[src/rtl/spi_pkg.sv]
// Shared state/command types and default widths for the SPI slave core.
package spi_pkg;

  typedef enum logic [2:0] {
    IDLE,
    CHK_CMD,
    WRITE,
    READ_ADD,
    READ_DATA
  } spi_state_e;

  typedef enum logic [1:0] {
    WR_ADDR = 2'b00,
    WR_DATA = 2'b01,
    RD_ADDR = 2'b10,
    RD_DATA = 2'b11
  } spi_cmd_e;

  localparam int DEF_DATA_W  = 8;
  localparam int DEF_TX_WAIT = 16;

endpackage

[src/rtl/spi_tx_shifter.sv]
// MISO parallel-load shifter: loads a word, then presents it MSB first,
// one bit per enabled cycle, for exactly DATA_W cycles.
module spi_tx_shifter
  import spi_pkg::*;
#(
  parameter int DATA_W = DEF_DATA_W
) (
  input  logic              clk,
  input  logic              rst,
  input  logic              clear,
  input  logic              load,
  input  logic              shift_en,
  input  logic [DATA_W-1:0] load_data,
  output logic              miso,
  output logic              busy,
  output logic              last
);

  localparam int CNT_W = $clog2(DATA_W + 1);

  logic [DATA_W-1:0] data_reg;
  logic [CNT_W-1:0]  cnt_reg;

  always_ff @(posedge clk or negedge rst) begin
    if (!rst) begin
      data_reg <= '0;
      cnt_reg  <= '0;
    end else if (clear) begin
      data_reg <= '0;
      cnt_reg  <= '0;
    end else if (load) begin
      data_reg <= load_data;
      cnt_reg  <= CNT_W'(DATA_W);
    end else if (shift_en && busy) begin
      data_reg <= data_reg << 1;
      cnt_reg  <= cnt_reg - 1'b1;
    end
  end

  // cnt_reg holds the number of bits still to be presented, current one included
  assign busy = (cnt_reg != '0);
  assign last = (cnt_reg == CNT_W'(1));
  assign miso = busy & data_reg[DATA_W-1];

endmodule

[src/rtl/spi_slave_core.sv]
// SPI slave frame engine: decodes {cmd, payload} frames from MOSI and
// returns memory read data on MISO for read-data frames.
module spi_slave_core
  import spi_pkg::*;
#(
  parameter int DATA_W  = DEF_DATA_W,
  parameter int TX_WAIT = DEF_TX_WAIT
) (
  input  logic              clk,
  input  logic              rst,
  input  logic              MOSI,
  input  logic              SS_n,
  input  logic              tx_valid,
  input  logic [DATA_W-1:0] tx_data,
  output logic [DATA_W+1:0] rx_data,
  output logic              rx_valid,
  output logic              MISO,
  output logic              frame_err
);

  localparam int FRAME_W = DATA_W + 2;
  localparam int CNT_W   = $clog2(FRAME_W + 1);
  localparam int WAIT_W  = $clog2(TX_WAIT + 1);

  spi_state_e state_reg, state_next;

  logic [CNT_W-1:0]   bit_cnt_reg;
  logic [WAIT_W-1:0]  wait_cnt_reg;
  logic [FRAME_W-2:0] rx_sreg_reg;
  logic [FRAME_W-1:0] rx_data_reg;
  logic               rx_valid_reg;
  logic               frame_err_reg;
  logic               rd_addr_pending_reg;
  logic               tx_done_reg;

  logic rx_done, shifting, rx_last, sample, window;
  logic tx_load, timeout, tx_fin, err_next;
  logic tx_busy, tx_last, tx_shift_en;

  always_comb begin
    rx_done     = (bit_cnt_reg == CNT_W'(FRAME_W));
    shifting    = (state_reg inside {WRITE, READ_ADD, READ_DATA}) && !rx_done;
    // The final bit is taken even if SS_n rises in the same cycle
    rx_last     = shifting && (bit_cnt_reg == CNT_W'(FRAME_W - 1));
    sample      = ((state_reg == CHK_CMD || shifting) && !SS_n) || rx_last;
    window      = (state_reg == READ_DATA) && rx_done && !tx_busy && !tx_done_reg && !SS_n;
    tx_load     = window && tx_valid;
    timeout     = window && !tx_valid && (wait_cnt_reg == WAIT_W'(TX_WAIT - 1));
    tx_shift_en = (state_reg == READ_DATA);
    tx_fin      = tx_shift_en && tx_last;
    err_next    = timeout;
    state_next  = state_reg;

    case (state_reg)
      IDLE: begin
        if (!SS_n) state_next = CHK_CMD;
      end
      CHK_CMD: begin
        if (SS_n) begin
          state_next = IDLE;
          err_next   = 1'b1;
        end else if (!MOSI) begin
          state_next = WRITE;
        end else if (rd_addr_pending_reg) begin
          state_next = READ_DATA;
        end else begin
          state_next = READ_ADD;
        end
      end
      default: begin
        if (SS_n) begin
          state_next = IDLE;
          if (shifting && !rx_last) err_next = 1'b1;
          // Read reply still owed: waiting for tx_valid or mid-shift
          if (state_reg == READ_DATA && rx_done && !tx_done_reg && !tx_last) err_next = 1'b1;
        end
      end
    endcase
  end

  always_ff @(posedge clk or negedge rst) begin
    if (!rst) state_reg <= IDLE;
    else      state_reg <= state_next;
  end

  always_ff @(posedge clk or negedge rst) begin
    if (!rst) begin
      bit_cnt_reg         <= '0;
      wait_cnt_reg        <= '0;
      rx_sreg_reg         <= '0;
      rx_data_reg         <= '0;
      rx_valid_reg        <= 1'b0;
      frame_err_reg       <= 1'b0;
      rd_addr_pending_reg <= 1'b0;
      tx_done_reg         <= 1'b0;
    end else begin
      rx_valid_reg  <= rx_last;
      frame_err_reg <= err_next;
      if (state_reg == IDLE) begin
        bit_cnt_reg  <= '0;
        wait_cnt_reg <= '0;
        tx_done_reg  <= 1'b0;
      end else begin
        if (sample) begin
          rx_sreg_reg <= {rx_sreg_reg[FRAME_W-3:0], MOSI};
          bit_cnt_reg <= bit_cnt_reg + 1'b1;
        end
        if (window && !tx_valid) wait_cnt_reg <= wait_cnt_reg + 1'b1;
        if (timeout || tx_fin)   tx_done_reg  <= 1'b1;
      end
      if (rx_last) rx_data_reg <= {rx_sreg_reg, MOSI};
      if (rx_last && state_reg == READ_ADD) rd_addr_pending_reg <= 1'b1;
      else if (timeout || tx_fin)           rd_addr_pending_reg <= 1'b0;
    end
  end

  spi_tx_shifter #(
    .DATA_W(DATA_W)
  ) u_tx_shifter (
    .clk      (clk),
    .rst      (rst),
    .clear    (SS_n),
    .load     (tx_load),
    .shift_en (tx_shift_en),
    .load_data(tx_data),
    .miso     (MISO),
    .busy     (tx_busy),
    .last     (tx_last)
  );

  assign rx_data   = rx_data_reg;
  assign rx_valid  = rx_valid_reg;
  assign frame_err = frame_err_reg;

endmodule
[config.mk]
export PLATFORM = sky130hd
export DESIGN_NAME = spi_slave_core
export DESIGN_NICKNAME = d
export VERILOG_FILES = /design/src/rtl/spi_pkg.sv /design/src/rtl/spi_tx_shifter.sv /design/src/rtl/spi_slave_core.sv
export SDC_FILE = /design/constraint.sdc
export NUM_CORES = 1
export LEC_CHECK = 0
export CAP_MARGIN = 20
export CORE_MARGIN = 2
export CORE_UTILIZATION = 45
export DETAILED_ROUTE_END_ITERATION = 7
export GPL_ROUTABILITY_DRIVEN = 0
export HOLD_SLACK_MARGIN = 0.15
export PLACE_DENSITY = 0.66
export SYNTH_ARGS = -nofsm -noshare
export SYNTH_HDL_FRONTEND = slang
export SYNTH_SLANG_ARGS = --single-unit
[constraint.sdc]
create_clock -name clk -period 6.9 [get_ports clk]
set_clock_uncertainty 0.2 [all_clocks]
set_input_delay 1.38 -clock clk [delete_from_list [all_inputs] [get_ports clk]]
set_output_delay 1.38 -clock clk [all_outputs]
set_load 0.01 [all_outputs]
==> qor.csv, run 1 <==
stage;metric;value;unit
cts;cts_resized;0;
grt;grt_overflow_total;0;
floorplan;start_util;46.2;%
critical_path;critPathLaunchType;primary input;
yosys;netlist_instances;190;
layout;largest_register_ffs;10;
timing;finalMaxSlewViolations;0;
drt;viasPerCell;5.32;
yosys;yosysMostFrequentCell;dfrtp_1;
hold_path;worstHoldStart;u_tx_shifter.data_reg[7]$_DFFE_PN0P_;
critical_path;critPathKind;in -> reg;
yosys;synth_seq_cells;47;
yosys;yosysTopAreaCellShare;50.5;%
yosys;synth_top_area_cell;dfrtp_1;
cts;htree_levels;2;
timing;setup_tns;0;ps
cts;cts_buffers;5;
yosys;synth_fp_nets;210;
yosys;synth_area;0.00233;mm²
cts;clk_pin_slew;80;ps
critical_path;cp_max_fo;16;
critical_path;r2r_cells;4;
cts;clkLatencyLatePin;310;ps
floorplan;core_area;0.00504;mm²
yosys;synthFlopType;dfrtp_1;
critical_path;ff2ff_setup_slack;4320;ps
drt;drtIter0Drc;72;
critical_path;cp_slowest_cell;clkdlybuf4s50_1;
drt;firstDrtPassIters;4;
yosys;yosysSeqAreaShare;50.5;%
cts;holdBufCountCts;0;
power;p_leak;1.29;nW
cts;cts-root-buf;clkbuf_8;
drt;ant_nets;0;
yosys;yosysUniqueCellTypes;53;
timing;fin_crit_sh;52.4;%
cts;cts_tree;yes;
critical_path;arrival;3610;ps
critical_path;rr_endpoint;rx_data[7]$_DFFE_PN0N_;
layout;fin_nets;239;
placed_design;detailed_place_hpwl;2.78;mm
timing;rsz0062_at_grt;false;
critical_path;cp-end-kind;register;
grt;grt_pass1_wl;7.07;mm
cts;postCtsSetupBuffers;0;
power;power_density;235;mW/mm²
critical_path;crit_required;6900;ps
hold_path;min_delay_path_depth;1;
layout;drive_gt1_share;19.5;%
critical_path;crit_buf_inv;2;
drt;dr_total_vias;1544;
floorplan;dieArea;0.00577;mm²
status;outcome;complete, no violations;
hold_path;min_path_type;reg -> reg;
layout;final_cells;290;
critical_path;crit_chain;clkdlybuf4s50_1, a211oi_2, nor3_2, buf_6, mux2_2;
placed_design;dp.cells;280;
timing;setup_violations;0;
cts;clockBufferDepth;2;
grt;grt_usage;15.4;%
floorplan;rows;26;
flow_run;drv_cap;0;
drt;routed_wl;4.09;mm
yosys;synth_area_leaders;dfrtp_1 51%, mux2_4 5.2%, mux2_2 4.8%;
yosys;synth_edf_count;0;
critical_path;timing.rr.start;state_reg[2]$_DFFE_PN0P_;
yosys;synth.avg_cell_area;12.3;µm²
drt;post_drt_wl_per_cell;14.1;µm
grt;antenna_found_initial;0;
power;peakVddDrop;107;µV
yosys;synth_common_cells;47 x dfrtp_1, 11 x mux2i_1, 11 x nor2_1;
timing;finalHoldViolations;0;
placed_design;io_buffer_count;25;
floorplan;die_h;75.9;µm
critical_path;cpLargestDelayFamily;buffers and inverters;
hold_path;min_to;u_tx_shifter.data_reg[7]$_DFFE_PN0P_;
timing;slew_headroom;35.6;%
grt;first_global_vias;1510;
drt;drcViolationCount;0;
floorplan;io-pin-count;26;
floorplan;die_w;75.9;µm
timing;worst_slew_pin_slew;962;ps
layout;syn_to_final_growth;19.5;%
timing;layout_min_cycle_time;3620;ps
cts;clock-sinks;47;
timing;max_freq;0.277;GHz
yosys;yosys_warnings;0;
layout;diodes;0;
yosys;async_flop_share;100;%
critical_path;critPathLaunch;SS_n;
critical_path;cp_slowest_stage_delay;870;ps
grt;grt_max_degree;48;
-- logic make-up after synthesis --
kind of cell	synth area share, %
simple gates	14.5
flops	50.5
compound gates	12.3
mux	15.2
buf+inv	3.01
fa+ha+maj	3.76
xor+xnor	0.752
-- metrics by stage --
step | total power [mW] | util, % | worst slack (ps) | cell area [µm²] | hold WS [ps]
detailed placement | 0.442 | 52.1 | 2770 | 2630 | 271
CTS | 0.661 | 54.5 | 3090 | 2750 | 298
finish | 0.654 | 55.2 | 3280 | 2780 | 294
global placement | 0.438 | 52.1 | 2810 | 2630 | 270
global route | 0.687 | 55.2 | 3190 | 2780 | 322
floorplan | 0.410 | - | 4180 | 2330 | 249
-- per-layer routing --
layer / vias up / wire (µm) / GRT usage [%] / share of wire (%)
met4: 0 / 84 / 6.36 / 2.1
met2: 30 / 1860 / 23.4 / 45
met1: 755 / 2010 / 21.1 / 49
met3: 7 / 139 / 4.05 / 3.4
met5: - / 0 / 0 / 0
li1: 752 / - / - / -
-- how the worst max path moves through the flow --
stage                                 endpoint  slack [ps]  cells past startpoint
global placement    rx_sreg_reg[8]$_DFFE_PN0P_        2810                      4
global route        rx_sreg_reg[8]$_DFFE_PN0P_        3190                      5
finish              rx_sreg_reg[8]$_DFFE_PN0P_        3280                      5
floorplan           rx_sreg_reg[0]$_DFFE_PN0P_        4180                      4
CTS                 rx_sreg_reg[8]$_DFFE_PN0P_        3090                      4
detailed placement  rx_sreg_reg[8]$_DFFE_PN0P_        2770                      4
-- where the power goes --
part	switching, mW	leakage (nW)	total, mW	internal, mW
registers	0.0302	0.632	0.338	0.308
logic	0.0390	0.593	0.0998	0.0609
clock network	0.0971	0.0618	0.216	0.119
-- worst reg2reg max path: cells and delay by family, from the launching register on --
kind               cells  cell delay, ps
and+or+nand+nor        2            1170
DFF                    1             520
AOI/OAI and AO/OA      1             170
muxes                  1             420
-- cells in the final DEF (no fill, tap or decap), types with 2 or more instances in the layout --
cell type        count
inv_1               10
and3_1               3
dfrtp_1             47
nand3_1              2
nand2_1              9
clkbuf_8             6
o21bai_1             2
mux2i_1             11
nor3_1               3
clkdlybuf4s50_1     24
o21ai_0              5
or3_1                4
o2bb2ai_1            8
nor2_1              11
mux2_2              10
a2111oi_2            2
ha_1                 7
mux2_4               8
a21oi_1              6
nor2b_1              2
nand4_2              2
o211ai_1             3
a32o_1               2
-- cell type report --
cell class	instances	area, µm²
sequential	47	1180
clock buffer	6	82.6
tap	70	87.6
timing repair buffer	27	277
fill	470	2260
multi-input combinational	128	1080
inverter	10	37.5
clock inverter	2	38.8
Power figures use the tool's default switching activity.
==> inputs of run 2 (changes only) <==
--- a/config.mk
+++ b/config.mk
@@ -11,7 +11,7 @@
 export DETAILED_ROUTE_END_ITERATION = 7
 export GPL_ROUTABILITY_DRIVEN = 0
 export HOLD_SLACK_MARGIN = 0.15
-export PLACE_DENSITY = 0.66
+export PLACE_DENSITY = 0.69
 export SYNTH_ARGS = -nofsm -noshare
 export SYNTH_HDL_FRONTEND = slang
 export SYNTH_SLANG_ARGS = --single-unit
==> constraint.sdc (replaced) <==
create_clock -name clk -period 3.3 [get_ports clk]
set_clock_uncertainty 0.2 [all_clocks]
set_input_delay 0.66 -clock clk [delete_from_list [all_inputs] [get_ports clk]]
set_output_delay 0.66 -clock clk [all_outputs]
set_load 0.01 [all_outputs]
==> run 2 against run 1 <==
Compared with the run above: global-route usage is 0.15 points lower; largest cell class unchanged; power is 100% higher; critical endpoint is now MISO; non-clock buffer count is 2 higher; first-iteration DRC count is 9.7% lower; clock power is 94% higher; design area is 0.36% higher; worst setup slack worse by 2800 ps; sequential power is 110% higher.
==> qor.csv, run 2 (same netlist as run 1, synthesis figures left out) <==
stage;metric;value;unit;change
critical_path;cp_num_cells;6;;+1
grt;antenna_found_initial;0;;unchanged
layout;fin_nets;241;;+0.84%
cts;clk_pin_slew;90;ps;about the same
cts;clkLatencyLatePin;300;ps;about the same
cts;cts-root-buf;clkbuf_8;;
timing;layout_min_cycle_time;2850;ps;
floorplan;die_w;75.9;µm;unchanged
drt;dr_total_vias;1536;;-0.52%
grt;first_global_vias;1545;;+2.3%
floorplan;rows;26;;unchanged
status;outcome;complete, no violations;;
critical_path;crit_chain;inv_1, ha_1, nor3b_2, buf_4, nor2b_1, clkdlybuf4s50_1;;
critical_path;timing.rr.start;bit_cnt_reg[0]$_DFFE_PN0P_;;
drt;drcViolationCount;0;;unchanged
layout;drive_gt1_share;20.3;%;+0.72 points
layout;nFillCells;444;;-5.5%
critical_path;critPathKind;reg -> out;;
flow_run;drv_cap;0;;unchanged
floorplan;dieArea;0.00577;mm²;unchanged
critical_path;arrival;1990;ps;-1620 ps
cts;cts_buffers;5;;unchanged
critical_path;crit_buf_inv;3;;+1
cts;cts_tree;yes;;
power;p_leak;1.29;nW;+0.67%
layout;final_common_cell;dfrtp_1;;
layout;most-common-layout-cells;47 x dfrtp_1, 24 x clkdlybuf4s50_1, 11 x nor2_1, 11 x mux2i_1;;
critical_path;cp_slowest_cell;clkdlybuf4s50_1;;
critical_path;endpoint;MISO;;
layout;diodes;0;;unchanged
timing;fin_crit_sh;86.3;%;
drt;ant_nets;0;;unchanged
layout;largest_register_ffs;10;;unchanged
floorplan;core_area;0.00504;mm²;unchanged
cts;clock-sinks;47;;unchanged
critical_path;cpLargestDelayFamily;buffers and inverters;;
cts;htree_levels;2;;unchanged
power;peakVddDrop;240;µV;+120%
cts;clockBufferDepth;2;;unchanged
timing;rsz0062_at_grt;false;;
floorplan;io-pin-count;26;;unchanged
critical_path;cp_slowest_stage_delay;540;ps;-330 ps
timing;finalHoldViolations;0;;unchanged
grt;grt_pass1_wl;7.11;mm;+0.58%
layout;stdcell_area;0.00279;mm²;+0.36%
timing;setup_tns;0;ps;unchanged
placed_design;io_buffer_count;25;;unchanged
cts;cts_resized;0;;unchanged
placed_design;detailed_place_hpwl;2.88;mm;+3.5%
grt;grt_overflow_total;0;;unchanged
layout;syn_to_final_growth;19.9;%;
drt;routed_wl;4.08;mm;-0.22%
placed_design;dp.cells;283;;+1.1%
power;power_density;480;mW/mm²;+100%
layout;final_cells;292;;+0.69%
hold_path;min_path_type;in -> async;;
critical_path;cp_max_fo;7;;-9
placed_design;postPlaceCellArea;0.00265;mm²;+0.86%
floorplan;start_util;46.2;%;unchanged
cts;holdBufCountCts;0;;unchanged
drt;viasPerCell;5.26;;-1.2%
critical_path;crit_required;2440;ps;-4460 ps
critical_path;critPathLaunchType;register;;
drt;firstDrtPassIters;4;;unchanged
timing;worst_slew_pin_slew;1070;ps;+104 ps
critical_path;r2r_cells;6;;+2
timing;setup_violations;0;;unchanged
critical_path;ff2ff_setup_slack;650;ps;-3670 ps
grt;grt_max_degree;48;;unchanged
cts;postCtsSetupBuffers;0;;unchanged
critical_path;rr_endpoint;rx_sreg_reg[8]$_DFFE_PN0P_;;
critical_path;critPathLaunch;u_tx_shifter.cnt_reg[0]$_DFFE_PN0P_;;
critical_path;cp-end-kind;output port;;
drt;drtIter0Drc;65;;-9.7%
timing;finalMaxSlewViolations;0;;unchanged
timing;slew_headroom;28.5;%;-7.1 points
grt;grt_usage;15.3;%;-0.15 points
floorplan;die_h;75.9;µm;unchanged
drt;post_drt_wl_per_cell;14.0;µm;-0.90%
timing;max_freq;0.351;GHz;
run 2: metrics by stage:
stage / worst slack [ps] / util (%) / hold slack (ps) / total power [mW]
floorplan: 1150 / - / 164 / 0.856
global placement: 210 / 52.6 / 265 / 0.919
detailed placement: 210 / 52.6 / 266 / 0.932
CTS: 430 / 54.8 / 291 / 1.35
global route: 316 / 55.4 / 192 / 1.42
finish: 451 / 55.4 / 143 / 1.34
run 2: per-layer routing:
layer | track usage [%] | wire length (µm) | vias to the layer above
met5 | 0 | 0 | -
met3 | 3.21 | 128 | 6
met4 | 4.91 | 48 | 0
met2 | 24.6 | 1850 | 21
met1 | 20.8 | 2050 | 745
li1 | - | - | 764
run 2: area by class of cell:
cell class	count	area, µm²	area share, %
sequential	47	1180	42.1
multi-input combinational	128	1080	38.8
timing repair buffer	29	295	10.6
tap	70	87.6	3.14
clock buffer	5	68.8	2.47
clock inverter	3	43.8	1.57
inverter	10	37.5	1.34
run 2: worst min path at each step:
| stage | start | end | slack [ps] | cells after the start |
|---|---|---|---|---|
| after floorplan | rst | bit_cnt_reg[0]$_DFFE_PN0P_ | 160 | 0 |
| after CTS | u_tx_shifter.data_reg[7]$_DFFE_PN0P_ | u_tx_shifter.data_reg[7]$_DFFE_PN0P_ | 290 | 1 |
| after global placement | u_tx_shifter.data_reg[7]$_DFFE_PN0P_ | u_tx_shifter.data_reg[7]$_DFFE_PN0P_ | 270 | 1 |
| final | rst | u_tx_shifter.cnt_reg[1]$_DFFE_PN0P_ | 140 | 1 |
| after detailed placement | u_tx_shifter.data_reg[7]$_DFFE_PN0P_ | u_tx_shifter.data_reg[7]$_DFFE_PN0P_ | 270 | 1 |
| after global routing | rst | u_tx_shifter.cnt_reg[0]$_DFFE_PN0P_ | 190 | 1 |
run 2: power breakdown:
part	total [mW]	internal (mW)	switching, mW
combinational	0.213	0.129	0.0836
sequential	0.708	0.643	0.0646
clock	0.420	0.226	0.194
total	1.34	0.998	0.342
==> inputs of run 3 (changes only) <==
==> constraint.sdc (replaced) <==
create_clock -name clk -period 2.28 [get_ports clk]
set_clock_uncertainty 0.2 [all_clocks]
set_input_delay 0.456 -clock clk [delete_from_list [all_inputs] [get_ports clk]]
set_output_delay 0.456 -clock clk [all_outputs]
set_load 0.01 [all_outputs]
==> run 3 against run 2 <==
Compared with the run above: clock power is 54% higher; sequential power rose by 43%; cell count is 8.9% higher; critical path depth increased by 1; design area increased by 9.4%; largest cell class unchanged; via count increased by 6.6%; highest routed layer unchanged; wire length rose by 10%; combinational power is 87% higher; sequential cell count stayed put; die area unchanged.
==> qor.csv, run 3 (same netlist as run 1, synthesis figures left out) <==
stage;metric;value;unit;change
flow_run;drv_cap;0;;unchanged
floorplan;rows;26;;unchanged
placed_design;detailed_place_hpwl;3.03;mm;+5.0%
layout;nFillCells;413;;-7.0%
drt;dr_total_vias;1637;;+6.6%
cts;clockBufferDepth;2;;unchanged
floorplan;start_util;46.2;%;unchanged
layout;final_common_cell;dfrtp_1;;
grt;grt_use_met1;24.6;%;+3.8 points
critical_path;critPathKind;reg -> reg;;
critical_path;critPathLaunch;bit_cnt_reg[0]$_DFFE_PN0P_;;
floorplan;io-pin-count;26;;unchanged
timing;finalHoldViolations;0;;unchanged
drt;drcViolationCount;0;;unchanged
hold_path;worstHoldStart;u_tx_shifter.data_reg[7]$_DFFE_PN0P_;;
grt;grt_overflow_total;0;;unchanged
floorplan;die_h;75.9;µm;unchanged
cts;htree_levels;2;;unchanged
power;p_total;2.06;mW;+54%
cts;cts_tree;yes;;
layout;largest_register_ffs;10;;unchanged
critical_path;crit_required;2270;ps;-170 ps
critical_path;arrival;2170;ps;+180 ps
layout;final_util;60.6;%;+5.2 points
layout;syn_to_final_growth;31.2;%;
cts;cts-root-buf;clkbuf_8;;
power;p_leak;1.45;nW;+12%
power;power_density;674;mW/mm²;+40%
grt;first_global_vias;1693;;+9.6%
placed_design;io_buffer_count;25;;unchanged
drt;viasPerCell;5.15;;-2.1%
grt;grt_usage;17.1;%;+1.8 points
placed_design;postPlaceCellArea;0.00284;mm²;+7.2%
grt;grt_max_degree;48;;unchanged
drt;post_drt_wl_per_cell;14.1;µm;+1.0%
cts;clk_pin_slew;90;ps;about the same
critical_path;cpMostUsedCell;buf_4;;
timing;fin_crit_sh;95.4;%;
critical_path;cp_slowest_stage_delay;520;ps;-20 ps
critical_path;crit_buf_inv;2;;-1
status;outcome;complete, no violations;;
placed_design;pre_cts_ws;-487;ps;-697 ps
floorplan;dieArea;0.00577;mm²;unchanged
timing;setup_violations;0;;unchanged
grt;grt_util_met3;3.69;%;+0.48 points
critical_path;cp_max_fo;3;;-4
floorplan;die_w;75.9;µm;unchanged
drt;firstDrtPassIters;4;;unchanged
layout;stdcell_area;0.00305;mm²;+9.4%
critical_path;cp_slowest_cell;or4_2;;
timing;finalWorstSetupSlack;105;ps;-346 ps
timing;max_freq;0.460;GHz;
grt;antenna_found_initial;0;;unchanged
floorplan;core_area;0.00504;mm²;unchanged
timing;worst_slew_pin_slew;645;ps;-421 ps
cts;clkLatencyLatePin;300;ps;about the same
critical_path;critPathLaunchType;register;;
grt;grt_pass1_wl;7.94;mm;+12%
critical_path;cpLargestDelayFamily;simple AND/OR/NAND/NOR gates;;
timing;slew_headroom;56.6;%;+28 points
grt;use_met2;25.5;%;+0.98 points
drt;routed_wl;4.49;mm;+10%
timing;layout_min_cycle_time;2170;ps;
grt;top_usage_layer;met2;;
drt;drtIter0Drc;67;;+3.1%
layout;drive_gt1_share;29.0;%;+8.8 points
critical_path;timing.rr.start;bit_cnt_reg[0]$_DFFE_PN0P_;;
timing;finalMaxSlewViolations;0;;unchanged
cts;cts_buffers;5;;unchanged
layout;diodes;0;;unchanged
critical_path;cp-end-kind;register;;
layout;most-common-layout-cells;47 x dfrtp_1, 26 x buf_4, 22 x clkdlybuf4s50_1;;
critical_path;crit_chain;buf_4, ha_1, nand3b_2, a2111oi_4, buf_4, or4_2, and3_1;;
drt;ant_nets;0;;unchanged
layout;fin_nets;267;;+11%
power;peakVddDrop;399;µV;+66%
cts;clock-sinks;47;;unchanged
hold_path;min_path_type;reg -> reg;;
-- run 3: cell types whose count changed in the layout (fill, tap and decap cells not counted), moves of 2 or more --
cell / delta
buf_12: +2
clkdlybuf4s50_1: -2
nor3_4: +2
buf_4: +23
-- run 3: area by class of cell --
class	instances	area, µm²	share of cell area (%)
Inverter	10	37.5	1.23
Clock buffer	6	82.6	2.70
Multi-Input combinational cell	129	1140	37.3
Sequential cell	47	1180	38.5
Tap cell	70	87.6	2.87
Timing Repair Buffer	54	492	16.1
Clock inverter	2	38.8	1.27
-- run 3: worst paths after layout --
check | cells past startpoint | slack (ps) | end
worst max register to register | 7 | 110 | bit_cnt_reg[2]$_DFFE_PN0P_
worst min register to register | 1 | 290 | u_tx_shifter.data_reg[7]$_DFFE_PN0P_
worst min-delay path | 1 | 290 | u_tx_shifter.data_reg[7]$_DFFE_PN0P_
min in group asynchronous | 3 | 470 | u_tx_shifter.cnt_reg[0]$_DFFE_PN0P_
max in group asynchronous | 3 | 1190 | bit_cnt_reg[2]$_DFFE_PN0P_
worst max-delay path | 7 | 110 | bit_cnt_reg[2]$_DFFE_PN0P_
-- run 3: where the power goes --
group          switching, mW  internal, mW  total [mW]
combinational          0.153         0.246       0.399
clock                  0.285         0.361       0.646
sequential            0.0829         0.931        1.01
total                  0.521          1.54        2.06
-- run 3: metal layers --
layer | routed length (µm) | share of wire (%)
met1 | 2300 | 51
met2 | 1990 | 44
met3 | 125 | 2.8
met4 | 65 | 1.4
met5 | 0 | 0
-- run 3: what timing repair did --
| item | CTS | global route |
|---|---|---|
| hold buffers | 1 | 0 |
| cloned | 1 | 0 |
| endpoints found under the hold margin | 47 | 0 |
| pin swaps | 1 | 1 |
| endpoints found under the setup margin | 12 | 10 |
| buffers inserted | 0 | 3 |
| resized for setup | 4 | 5 |
-- run 3: stage by stage --
stage | TNS, ps | hold WS, ps | instances
2_1_floorplan | 0 | -39.6 | 190
3_3_place_gp | -4910 | 260 | 305
3_5_place_dp | -5310 | 260 | 305
4_1_cts | 0 | 294 | 315
5_1_grt | -47.4 | 313 | 318
6_report | 0 | 287 | 318
